===== src/rtl/bounce_gen.sv =====
// rtl/bounce_gen.sv - drives a bouncing 1-bit line to a requested level, then holds it to settle
// BOUNCE_FIXED_GAP_EN: every gap is 2^(GAP_W-1) cycles and the LFSR is left out.
module bounce_gen #(
  parameter int          BOUNCES = 3,
  parameter int          GAP_W   = 4,
  parameter int          SETTLE  = 32,
  parameter logic [15:0] SEED    = 16'hACE1
) (
  input  logic clk,
  input  logic rst,
  input  logic req,
  input  logic target,
  output logic bounce_out,
  output logic busy,
  output logic done
);

  localparam logic [1:0] S_IDLE   = 2'd0;
  localparam logic [1:0] S_BOUNCE = 2'd1;
  localparam logic [1:0] S_SETTLE = 2'd2;
  localparam logic [1:0] S_DONE   = 2'd3;

  localparam int             EW        = $clog2(2 * BOUNCES + 2);
  localparam logic [EW-1:0]  EDGE_LAST = EW'(2 * BOUNCES + 1);
  localparam logic [15:0]    SETTLE_LD = 16'(SETTLE);

  logic [1:0]      state_q, state_d;
  logic            tgt_q, tgt_d;
  logic            bounce_q, bounce_d;
  logic [EW-1:0]   edge_q, edge_d;
  logic [GAP_W:0]  gap_q, gap_d;
  logic [15:0]     settle_q, settle_d;
  logic [GAP_W:0]  gap_val;

`ifdef BOUNCE_FIXED_GAP_EN
  localparam logic [GAP_W:0] FIXED_GAP = (GAP_W + 1)'(2 ** (GAP_W - 1));
  assign gap_val = FIXED_GAP;
`else
  localparam logic [15:0] SEED_EFF = (SEED == 16'h0000) ? 16'h0001 : SEED;

  logic [15:0] lfsr_q, lfsr_d;

  // Galois right-shift form; a nonzero state can never step to zero.
  always_comb begin
    lfsr_d = lfsr_q >> 1;
    if (lfsr_q[0]) lfsr_d = (lfsr_q >> 1) ^ 16'hB400;
  end

  always_ff @(posedge clk or negedge rst) begin
    if (!rst) lfsr_q <= SEED_EFF;
    else      lfsr_q <= lfsr_d;
  end

  assign gap_val = {1'b0, lfsr_q[GAP_W-1:0]} + (GAP_W + 1)'(1);
`endif

  always_comb begin
    state_d  = state_q;
    tgt_d    = tgt_q;
    bounce_d = bounce_q;
    edge_d   = edge_q;
    gap_d    = gap_q;
    settle_d = settle_q;
    case (state_q)
      S_IDLE: begin
        if (req) begin
          tgt_d = target;
          if (target == bounce_q) begin
            state_d = S_DONE;
          end else begin
            bounce_d = ~bounce_q;
            edge_d   = EW'(1);
            gap_d    = gap_val;
            if (EDGE_LAST == EW'(1)) begin
              state_d  = S_SETTLE;
              settle_d = SETTLE_LD;
            end else begin
              state_d = S_BOUNCE;
            end
          end
        end
      end
      S_BOUNCE: begin
        // A gap of g loaded at one edge places the next edge g cycles later.
        if (gap_q <= (GAP_W + 1)'(1)) begin
          bounce_d = ~bounce_q;
          edge_d   = edge_q + EW'(1);
          gap_d    = gap_val;
          if (edge_q + EW'(1) == EDGE_LAST) begin
            state_d  = S_SETTLE;
            settle_d = SETTLE_LD;
            edge_d   = '0;
          end
        end else begin
          gap_d = gap_q - (GAP_W + 1)'(1);
        end
      end
      S_SETTLE: begin
        bounce_d = tgt_q;
        if (settle_q <= 16'd1) state_d = S_DONE;
        else                   settle_d = settle_q - 16'd1;
      end
      S_DONE: begin
        state_d = S_IDLE;
      end
      default: begin
        state_d = S_IDLE;
      end
    endcase
  end

  always_ff @(posedge clk or negedge rst) begin
    if (!rst) begin
      state_q  <= S_IDLE;
      tgt_q    <= 1'b0;
      bounce_q <= 1'b0;
      edge_q   <= '0;
      gap_q    <= '0;
      settle_q <= '0;
    end else begin
      state_q  <= state_d;
      tgt_q    <= tgt_d;
      bounce_q <= bounce_d;
      edge_q   <= edge_d;
      gap_q    <= gap_d;
      settle_q <= settle_d;
    end
  end

  assign bounce_out = bounce_q;
  assign busy       = (state_q != S_IDLE);
  assign done       = (state_q == S_DONE);

endmodule


===== config.mk =====
export PLATFORM = sky130hd
export DESIGN_NAME = bounce_gen
export DESIGN_NICKNAME = d
export VERILOG_FILES = /design/src/rtl/bounce_gen.sv
export SDC_FILE = /design/constraint.sdc
export NUM_CORES = 1
export LEC_CHECK = 0
export BUFFER_PORTS_ARGS = -buffer_cell sky130_fd_sc_hd__buf_4
export CAP_MARGIN = 20
export CORE_UTILIZATION = 30
export DETAILED_ROUTE_END_ITERATION = 7
export PLACE_DENSITY_LB_ADDON = 0.25
export SLEW_MARGIN = 20
export SYNTH_ARGS = -nofsm -noshare
export SYNTH_HDL_FRONTEND = slang
export SYNTH_SLANG_ARGS = --single-unit

===== constraint.sdc =====
create_clock -name clk -period 6.54 [get_ports clk]
set_input_delay 0.654 -clock clk [delete_from_list [all_inputs] [get_ports clk]]
set_output_delay 0.654 -clock clk [all_outputs]
set_load 0.01 [all_outputs]

==> results.md, run 1 <==
* Critical Path RT at between 6000 and 7000 ps
* Final net count at about 240
* Share of layout cells above drive strength 1 at 0.172
* TritonCTS clock tree: done
* Largest net degree at the start of global routing at between 40 and 50
* Layout fillers at ~740
* Gr usage total at 0.117
* Arr. time, crit path at approximately 2800 ps
* Std-Cell Rows at 31
* Placed cell count at roughly 310
* Initial antenna violation count at 0
* CTS Buffer Depth at 2
* Die area at roughly 7800 µm²
* Vias in the first global route at between 1000 and 1500
* IO Port Bufs at 6
* Mapped cell area at about 2200 µm²
* Number of nets with antenna violations after routing at 0
* RSZ-0062 raised after global routing: no
* Initial core utilization at 0.309
* Min Tclk post-route at ~2600 ps
* GP Congestion at approximately 0.75
* Iter 0 DRT Violations at 82
* Top post-synthesis cells by area: dfrtp_1, dfstp_2, ha_1
* Share of synthesized registers carrying an async set or reset at 1.00
* Critical path startpoint: state_q[0]$_DFFE_PN0P_
* CTS root buffer: clkbuf_8
* Worst R2R Path Depth at 7
* Final Hold Fails at 0
* Pwr/cell area at ~460 nW/µm²
* H-Tree Depth at 2
* Max-slew violation count at 0
* Overflow after GRT at 0
* Avg Cell Area, Syn at 10.6 µm²
* Setup Skew at slightly below 4 ps
* EDFF count, synth at 0
* Core area at 7210 µm²
* Syn_nets at ~230
* Via/cell ratio at approximately 4.8
* Synth warnings at 0
* Syn-to-layout area delta at 12.4%
* Flip-flop and latch area at 1110 µm²
* Multi-input gate area at around 1100 µm²
* Clock slew at reported path FFs at ~90 ps
* Slew HR at 0.329
* Worst hold path class: primary input to async pin
* Setup Buffers After CTS at 0
* Static leakage at 1.11 nW
* Total of max-cap violations at 0
* Wire per inst at about 13 µm
* Final TNS setup at 0 ps
* Achievable Freq at approximately 0.38 GHz
* RR Startpoint: state_q[0]$_DFFE_PN0P_
* Slew @ Worst Pin at 993 ps
* Final WL at approximately 4200 µm
* Predominant post-synthesis flop cell: dfrtp_1
* Largest area contributor in the netlist: dfrtp_1
* PostCTS Resize Cnt at 0
* Critical path class: flip-flop to flip-flop
* Io pins at 7
* Synth unique cells at between 40 and 50
* Period utilization at 0.402
* Die W at 88.2 µm
* Hold_buf cts at 0
* DRC at 0
* Commonest cells post-synth: dfrtp_1, nand2_1, nor2_1
* Final HPWL DP at around 3000 µm
* Tot Pwr at around 1.1 mW
* CP Launch Type: flip-flop
* Synthesized instance count at roughly 210
* CP endpoint kind: flip-flop
* DR pass1 iterations at 4
* Clock latency on the worst-skew pair at about 300 ps
* First-pass GRT wire length at around 7000 µm
* Largest family of logic cells by synthesized area: simple AND/OR/NAND/NOR gates
* Status: finished, final reports clean
* Vias post-DR at about 1500
* Post-Synth Simple-Gate Area at 0.185
* TritonCTS buffer count at 5
* Post-synth top area share at 0.404
* Post-synthesis mux area share at 0.0438
* Count leader, synth: dfrtp_1
* Compound-Gate Fraction of Synth Area at 0.139
* Clock tree sinks at 44
* Finished Layout Cells at between 300 and 400
* Post-synthesis register bit count at 44
* Final setup viols at 0
* Synth Area in Adders at 0.0618
* Synth Area in XOR/XNOR at 0.0433
* Post-synthesis sequential area ratio at 0.499
* Peak supply drop at 0.0976 mV
* Highest fanout seen on the critical path at 15
* Height of the chip at 88.2 µm
* N_diodes at 0
==> per-stage QoR <==
stage	cell area, µm²	utilization	worst slack (ps)	hold slack, ps
2_1_floorplan	2230	-	4380	331
3_3_place_gp	2380	0.330	4020	336
3_5_place_dp	2380	0.330	3930	337
4_1_cts	2500	0.346	3910	356
5_1_grt	2500	0.347	3680	365
6_report	2500	0.347	3910	328
==> layout by cell type, fill, tap and decap left out, drive strengths merged, types with 2 or more instances in the layout <==
master,count
inv,12
mux2i,6
nand3b,3
xor2,5
a22oi,2
o31ai,2
nor2,17
dfrtp,36
mux2,3
a41oi,2
clkbuf,5
nor2b,2
xnor2,6
o21bai,2
nand2,21
ha,11
and2,2
nand4,2
nand3,5
nor3,8
a22o,2
o211ai,3
dfstp,8
or4,3
a31oi,3
or4b,2
o21ai,9
a211oi,2
nor4,8
a221oi,2
a21oi,10
buf,7
==> cells by family after synthesis <==
kind of cell / count (synthesis)
AO/OA/AOI/OAI: 44
flip-flops: 44
XOR/XNOR: 11
buffers and inverters: 16
AND/OR/NAND/NOR: 76
multiplexers: 9
adder cells (fa/ha/maj): 11
==> flip-flops by register name, summed over array words and instances, names as in the netlist <==
name / count
settle_q: 16
tgt_q: 1
gap_q: 5
bounce_out: 1
state_q: 2
lfsr_q: 16
edge_q: 3
==> layout make-up <==
cell class,count,area share
multi-input cells,151,0.423
flip-flops and latches,44,0.444
clock inverters,3,0.0185
well taps,99,0.0495
repair buffers,7,0.0210
inverters,11,0.0165
clock buffers,5,0.0275
==> worst max-delay path, cell delays in order (launching register included) <==
cell,delay (ps)
dfrtp_1,420
inv_1,100
ha_1,500
nor3b_1,410
nand3_1,170
or4_2,630
o211ai_1,190
o31ai_1,90
==> final timing paths <==
check	slack [ps]	to
worst min register to register	350	lfsr_q[3]$_DFF_PN0_
worst min-delay path	330	gap_q[4]$_DFFE_PN0P_
min in group clk	350	lfsr_q[3]$_DFF_PN0_
worst max-delay path	3910	settle_q[9]$_DFFE_PN0P_
worst max register to register	3910	settle_q[9]$_DFFE_PN0P_
max in group asynchronous	5830	lfsr_q[7]$_DFF_PN1_
==> routing by layer <==
layer	vias up	wire length [µm]	global-route usage
li1	773	-	-
met1	735	2250	0.171
met2	17	1770	0.172
met3	5	97	0.0170
met4	0	72	0.0484
met5	-	0	0
==> report_power, final <==
part | internal, mW | switching [mW]
sequential | 0.349 | 0.0880
combinational | 0.210 | 0.276
clock | 0.115 | 0.101
total | 0.674 | 0.464
No activity file was read; power rests on OpenSTA's default activity.
==> inputs of run 2 (changes only) <==
==> constraint.sdc (replaced) <==
create_clock -name clk -period 2.1 [get_ports clk]
set_input_delay 0.21 -clock clk [delete_from_list [all_inputs] [get_ports clk]]
set_output_delay 0.21 -clock clk [all_outputs]
set_load 0.01 [all_outputs]
==> results.md, run 2 (same netlist as run 1, synthesis figures left out) <==
* RSZ-0062 raised after global routing: yes
* Most common cell after layout, fill and taps aside: buf_4
* Share of layout cells above drive strength 1 at 0.302
* Iter 0 DRT Violations at 88
* Critical path class: flip-flop to flip-flop
* Setup Skew at 8.47 ps
* Most frequent cells in the layout: buf_4, dfrtp_1, nand2_1, nor2_1, inv_1
* H-Tree Depth at 2
* CP Launch Type: flip-flop
* Max-slew violation count at 0
* Vias post-DR at 1697
* Die area at 7770 µm²
* Initial antenna violation count at 0
* DRC at 0
* Core area at roughly 7200 µm²
* CP endpoint kind: flip-flop
* Overflow after GRT at 0
* Std-Cell Rows at 31
* Final instance area at between 2000 and 3000 µm²
* Layout fillers at ~760
* CTS root buffer: clkbuf_8
* Largest net degree at the start of global routing at between 40 and 50
* CTS Buffer Depth at 2
* Number of nets with antenna violations after routing at 0
* IO Port Bufs at 6
* Die W at 88.2 µm
* Final WL at between 4000 and 5000 µm
* Placed cell count at 343
* Syn-to-layout area delta at 25.8%
* Worst hold path class: primary input to flip-flop
* TritonCTS clock tree: done
* Clock latency on the worst-skew pair at about 290 ps
* Wire per inst at about 13 µm
* Arr. time, crit path at about 2200 ps
* Peak supply drop at 0.340 mV
* Pwr/cell area at around 1400 nW/µm²
* Min Tclk post-route at a little over 2000 ps
* Initial core utilization at 0.309
* Cell Area, Placed at between 2000 and 3000 µm²
* Multi-input gate area at 1090 µm²
* Static leakage at about 1.3 nW
* Final setup viols at 0
* Slew @ Worst Pin at approximately 550 ps
* Achievable Freq at approximately 0.49 GHz
* Finished Layout Cells at approximately 350
* Period utilization at 0.970
* Status: finished, final reports clean
* GP Congestion at 0.759
* Highest fanout seen on the critical path at 4
* Top flop regs: lfsr_q (16), settle_q (16), gap_q (5)
* Vias in the first global route at 1660
* First-pass GRT wire length at 7860 µm
* Flip-flop and latch area at between 1000 and 1500 µm²
* N_diodes at 0
* Critical Path RT at about 2300 ps
* Height of the chip at 88.2 µm
* Final Hold Fails at 0
* Io pins at 7
* TritonCTS buffer count at 5
* Clock tree sinks at between 40 and 50
* Slew HR at 0.632
* Clock slew at reported path FFs at around 90 ps
* Via/cell ratio at ~4.8
* Total of max-cap violations at 0
* DR pass1 iterations at 4
* Final HPWL DP at ~3200 µm
* Final net count at about 270
* Gr usage total at 0.132
-- run 2: cell types whose count changed in the layout (fill, tap and decap cells not counted), sizes merged --
cell,change
clkbuf,+1
inv,-1
buf,+33
clkinv,+1
clkinvlp,-1
dlygate4sd3,+1
-- run 2: layout make-up --
class | instances | share of cell area
flip-flops and latches | 44 | 0.396
multi-input cells | 151 | 0.390
repair buffers | 41 | 0.111
well taps | 99 | 0.0442
clock buffers | 6 | 0.0295
inverters | 11 | 0.0147
clock inverters | 2 | 0.0138
-- run 2: path summary, 6_finish.rpt --
| check | slack [ps] | startpoint | to | depth (start not counted) |
|---|---|---|---|---|
| max | 60 | settle_q[10]$_DFFE_PN0P_ | state_q[1]$_DFFE_PN0P_ | 5 |
| min | 160 | target | tgt_q$_DFFE_PN0P_ | 2 |
| max reg2reg | 60 | settle_q[10]$_DFFE_PN0P_ | state_q[1]$_DFFE_PN0P_ | 5 |
| min reg2reg | 360 | lfsr_q[8]$_DFF_PN0_ | lfsr_q[7]$_DFF_PN1_ | 0 |
| max in group asynchronous | 1280 | rst | settle_q[7]$_DFFE_PN0P_ | 2 |
| min in group asynchronous | 450 | rst | lfsr_q[14]$_DFF_PN0_ | 2 |
-- run 2: stage by stage --
step / setup TNS [ps] / hold WS (ps) / power, mW / util / setup WS [ps]
final: 0 / 163 / 4.04 / 0.388 / 62.7
after global routing: -21.5 / 160 / 4.40 / 0.388 / -21.5
after CTS: 0 / 155 / 4.01 / 0.382 / 24.2
after detailed placement: 0 / 247 / 3.28 / 0.363 / 2.62
after global placement: 0 / 247 / 3.27 / 0.363 / 28.9
after floorplan: 0 / -85.6 / 2.53 / - / 26.8
-- run 2: where the power goes --
| part | switching, mW | total (mW) | leakage [nW] | internal, mW |
|---|---|---|---|---|
| registers | 0.212 | 1.30 | 0.543 | 1.09 |
| logic | 1.06 | 2.05 | 0.686 | 0.984 |
| clock network | 0.300 | 0.690 | 0.0614 | 0.389 |
-- run 2: worst max-delay path, stage by stage (launching register included) --
cell and delay, ps:
dfrtp_1 380, or3_1 440, nor4_4 380, nand2_2 130
a221oi_4 280, mux2_4 320
-- run 2: routing by layer --
metal	global-route usage	vias up	wire [µm]
li1	-	849	-
met1	0.185	821	2360
met2	0.203	21	2120
met3	0.0236	6	118
met4	0.0513	0	72
met5	0	-	0
-- run 2: repair_timing --
item	in CTS	in global routing
pin swaps	0	1
endpoints found under the hold margin	36	0
endpoints found under the setup margin	2	12
buffers inserted	0	1
gates cloned	0	1
hold buffers	1	0
gates resized for setup	1	9
==> inputs of run 3 (changes only) <==
--- a/config.mk
+++ b/config.mk
@@ -7,9 +7,11 @@
 export LEC_CHECK = 0
 export BUFFER_PORTS_ARGS = -buffer_cell sky130_fd_sc_hd__buf_4
 export CAP_MARGIN = 20
+export CELL_PAD_IN_SITES_DETAIL_PLACEMENT = 0
+export CELL_PAD_IN_SITES_GLOBAL_PLACEMENT = 1
 export CORE_UTILIZATION = 30
 export DETAILED_ROUTE_END_ITERATION = 7
-export PLACE_DENSITY_LB_ADDON = 0.25
+export PLACE_DENSITY_LB_ADDON = 0.1
 export SLEW_MARGIN = 20
 export SYNTH_ARGS = -nofsm -noshare
 export SYNTH_HDL_FRONTEND = slang
==> results.md, run 3 (same netlist as run 1, synthesis figures left out) <==
* H-Tree Depth at 2
* Die area at between 7000 and 8000 µm²
* N_diodes at 0
* Tot Pwr at 4.15 mW
* GP Congestion at 0.784
* Status: finished, final reports clean
* TritonCTS buffer count at 5
* Static leakage at 1.32 nW
* Slew HR at 0.623
* RR Startpoint: settle_q[13]$_DFFE_PN0P_
* Height of the chip at between 80 and 90 µm
* Vias in the first global route at approximately 1800
* Hold Crit Endpoint: tgt_q$_DFFE_PN0P_
* Critical path class: flip-flop to flip-flop
* Initial core utilization at 0.309
* Peak supply drop at around 0.44 mV
* Iter 0 DRT Violations at 99
* Critical Path RT at 2300 ps
* Top flop regs: lfsr_q (16), settle_q (16), gap_q (5)
* Arr. time, crit path at 2250 ps
* Achievable Freq at 0.488 GHz
* Total of max-cap violations at 0
* Slew @ Worst Pin at approximately 570 ps
* Worst R2R Path Depth at 5
* RSZ-0062 raised after global routing: yes
* Worst reg2reg endpoint: state_q[1]$_DFFE_PN0P_
* Min Tclk post-route at 2050 ps
* DRC at 0
* Clock tree sinks at 44
* Clock latency on the worst-skew pair at around 300 ps
* Hold path startpoint: target
* Final Hold Fails at 0
* Final net count at ~280
* Final TNS setup at 0 ps
* Grt peak-use layer: met2
* Most frequent cells in the layout: buf_4, dfrtp_1, nand2_1, nor2_1
* Grt met2 use at 0.235
* Share of layout cells above drive strength 1 at 0.328
* DR pass1 iterations at 4
* Final HPWL DP at roughly 3600 µm
* CTS Buffer Depth at 2
* CP Launch Type: flip-flop
* Std-Cell Rows at 31
* CTS root buffer: clkbuf_8
* Die W at 88.2 µm
* Hold depth at 2
* Via/cell ratio at roughly 4.8
* Pwr/cell area at between 1000 and 1500 nW/µm²
* Worst hold path class: primary input to flip-flop
* Placed cell count at around 350
* Critical path startpoint: settle_q[13]$_DFFE_PN0P_
* Most common cell after layout, fill and taps aside: buf_4
* Overflow after GRT at 0
* Max-slew violation count at 0
* Finished Layout Cells at between 300 and 400
* Final WL at 5110 µm
* Period utilization at 0.975
* Initial antenna violation count at 0
* Global Route met3 Usage at 0.0311
* Io pins at 7
* Layout fillers at approximately 750
* FF-to-FF setup slack at ~52 ps
* GRT met1 Usage at 0.201
* Final setup viols at 0
* Wire per inst at 14.2 µm
* Clock slew at reported path FFs at 90 ps
* Setup Skew at 8.56 ps
* IO Port Bufs at 6
* Vias post-DR at between 1500 and 2000
* Highest fanout seen on the critical path at 4
* Syn-to-layout area delta at 28.9%
* CP endpoint kind: flip-flop
* Final Core Density at 0.398
* TritonCTS clock tree: done
* Number of nets with antenna violations after routing at 0
* Largest net degree at the start of global routing at 45
* Core area at between 7000 and 8000 µm²
* First-pass GRT wire length at approximately 8600 µm
* Gr usage total at 0.147
==> run 3: worst max-delay path by stage <==
stage,slack (ps),cells past startpoint,end
after detailed placement,-80,6,settle_q[9]$_DFFE_PN0P_
after CTS,40,5,state_q[1]$_DFFE_PN0P_
final,50,5,state_q[1]$_DFFE_PN0P_
after floorplan,30,5,state_q[1]$_DFFE_PN0P_
after global placement,-20,6,settle_q[9]$_DFFE_PN0P_
after global routing,-50,5,state_q[1]$_DFFE_PN0P_
==> run 3: per-layer routing <==
metal | vias to the layer above | part of all wire
met4 | 0 | 0.0053
met1 | 876 | 0.49
met3 | 2 | 0.026
li1 | 858 | -
met2 | 14 | 0.47
met5 | - | 0
==> run 3: critical path, stage by stage, from the launching register on <==
cell	delay (ps)
dfrtp_1	390
or4_4	570
nor4_4	240
nand2_2	140
a221oi_4	280
mux2_4	320
==> run 3: final cells by class <==
class | instances | area (µm²) | area share
clock buffers | 5 | 68.8 | 0.0240
clock inverters | 3 | 46.3 | 0.0161
repair buffers | 48 | 363 | 0.126
multi-input cells | 151 | 1120 | 0.389
flip-flops and latches | 44 | 1110 | 0.387
well taps | 99 | 124 | 0.0431
inverters | 11 | 41.3 | 0.0144
==> run 3: repair_timing <==
item	CTS	global route
setup endpoints to repair	2	12
hold buffers	1	0
hold endpoints to repair	36	0
pin swaps	0	3
setup buffers	0	3
gates resized for setup	2	10
==> run 3: power by group <==
part	total, mW	internal (mW)	switching, mW
clock network	0.670	0.358	0.312
logic	2.17	1.06	1.11
registers	1.30	1.09	0.217
==> run 3: per-stage QoR <==
stage	setup WS, ps	hold slack, ps	area, µm²
after floorplan	26.8	-85.6	2230
after global placement	-18.4	236	2660
after global routing	-45.3	158	2870
final	51.9	150	2870
after detailed placement	-75.6	250	2660
after CTS	36.5	139	2800
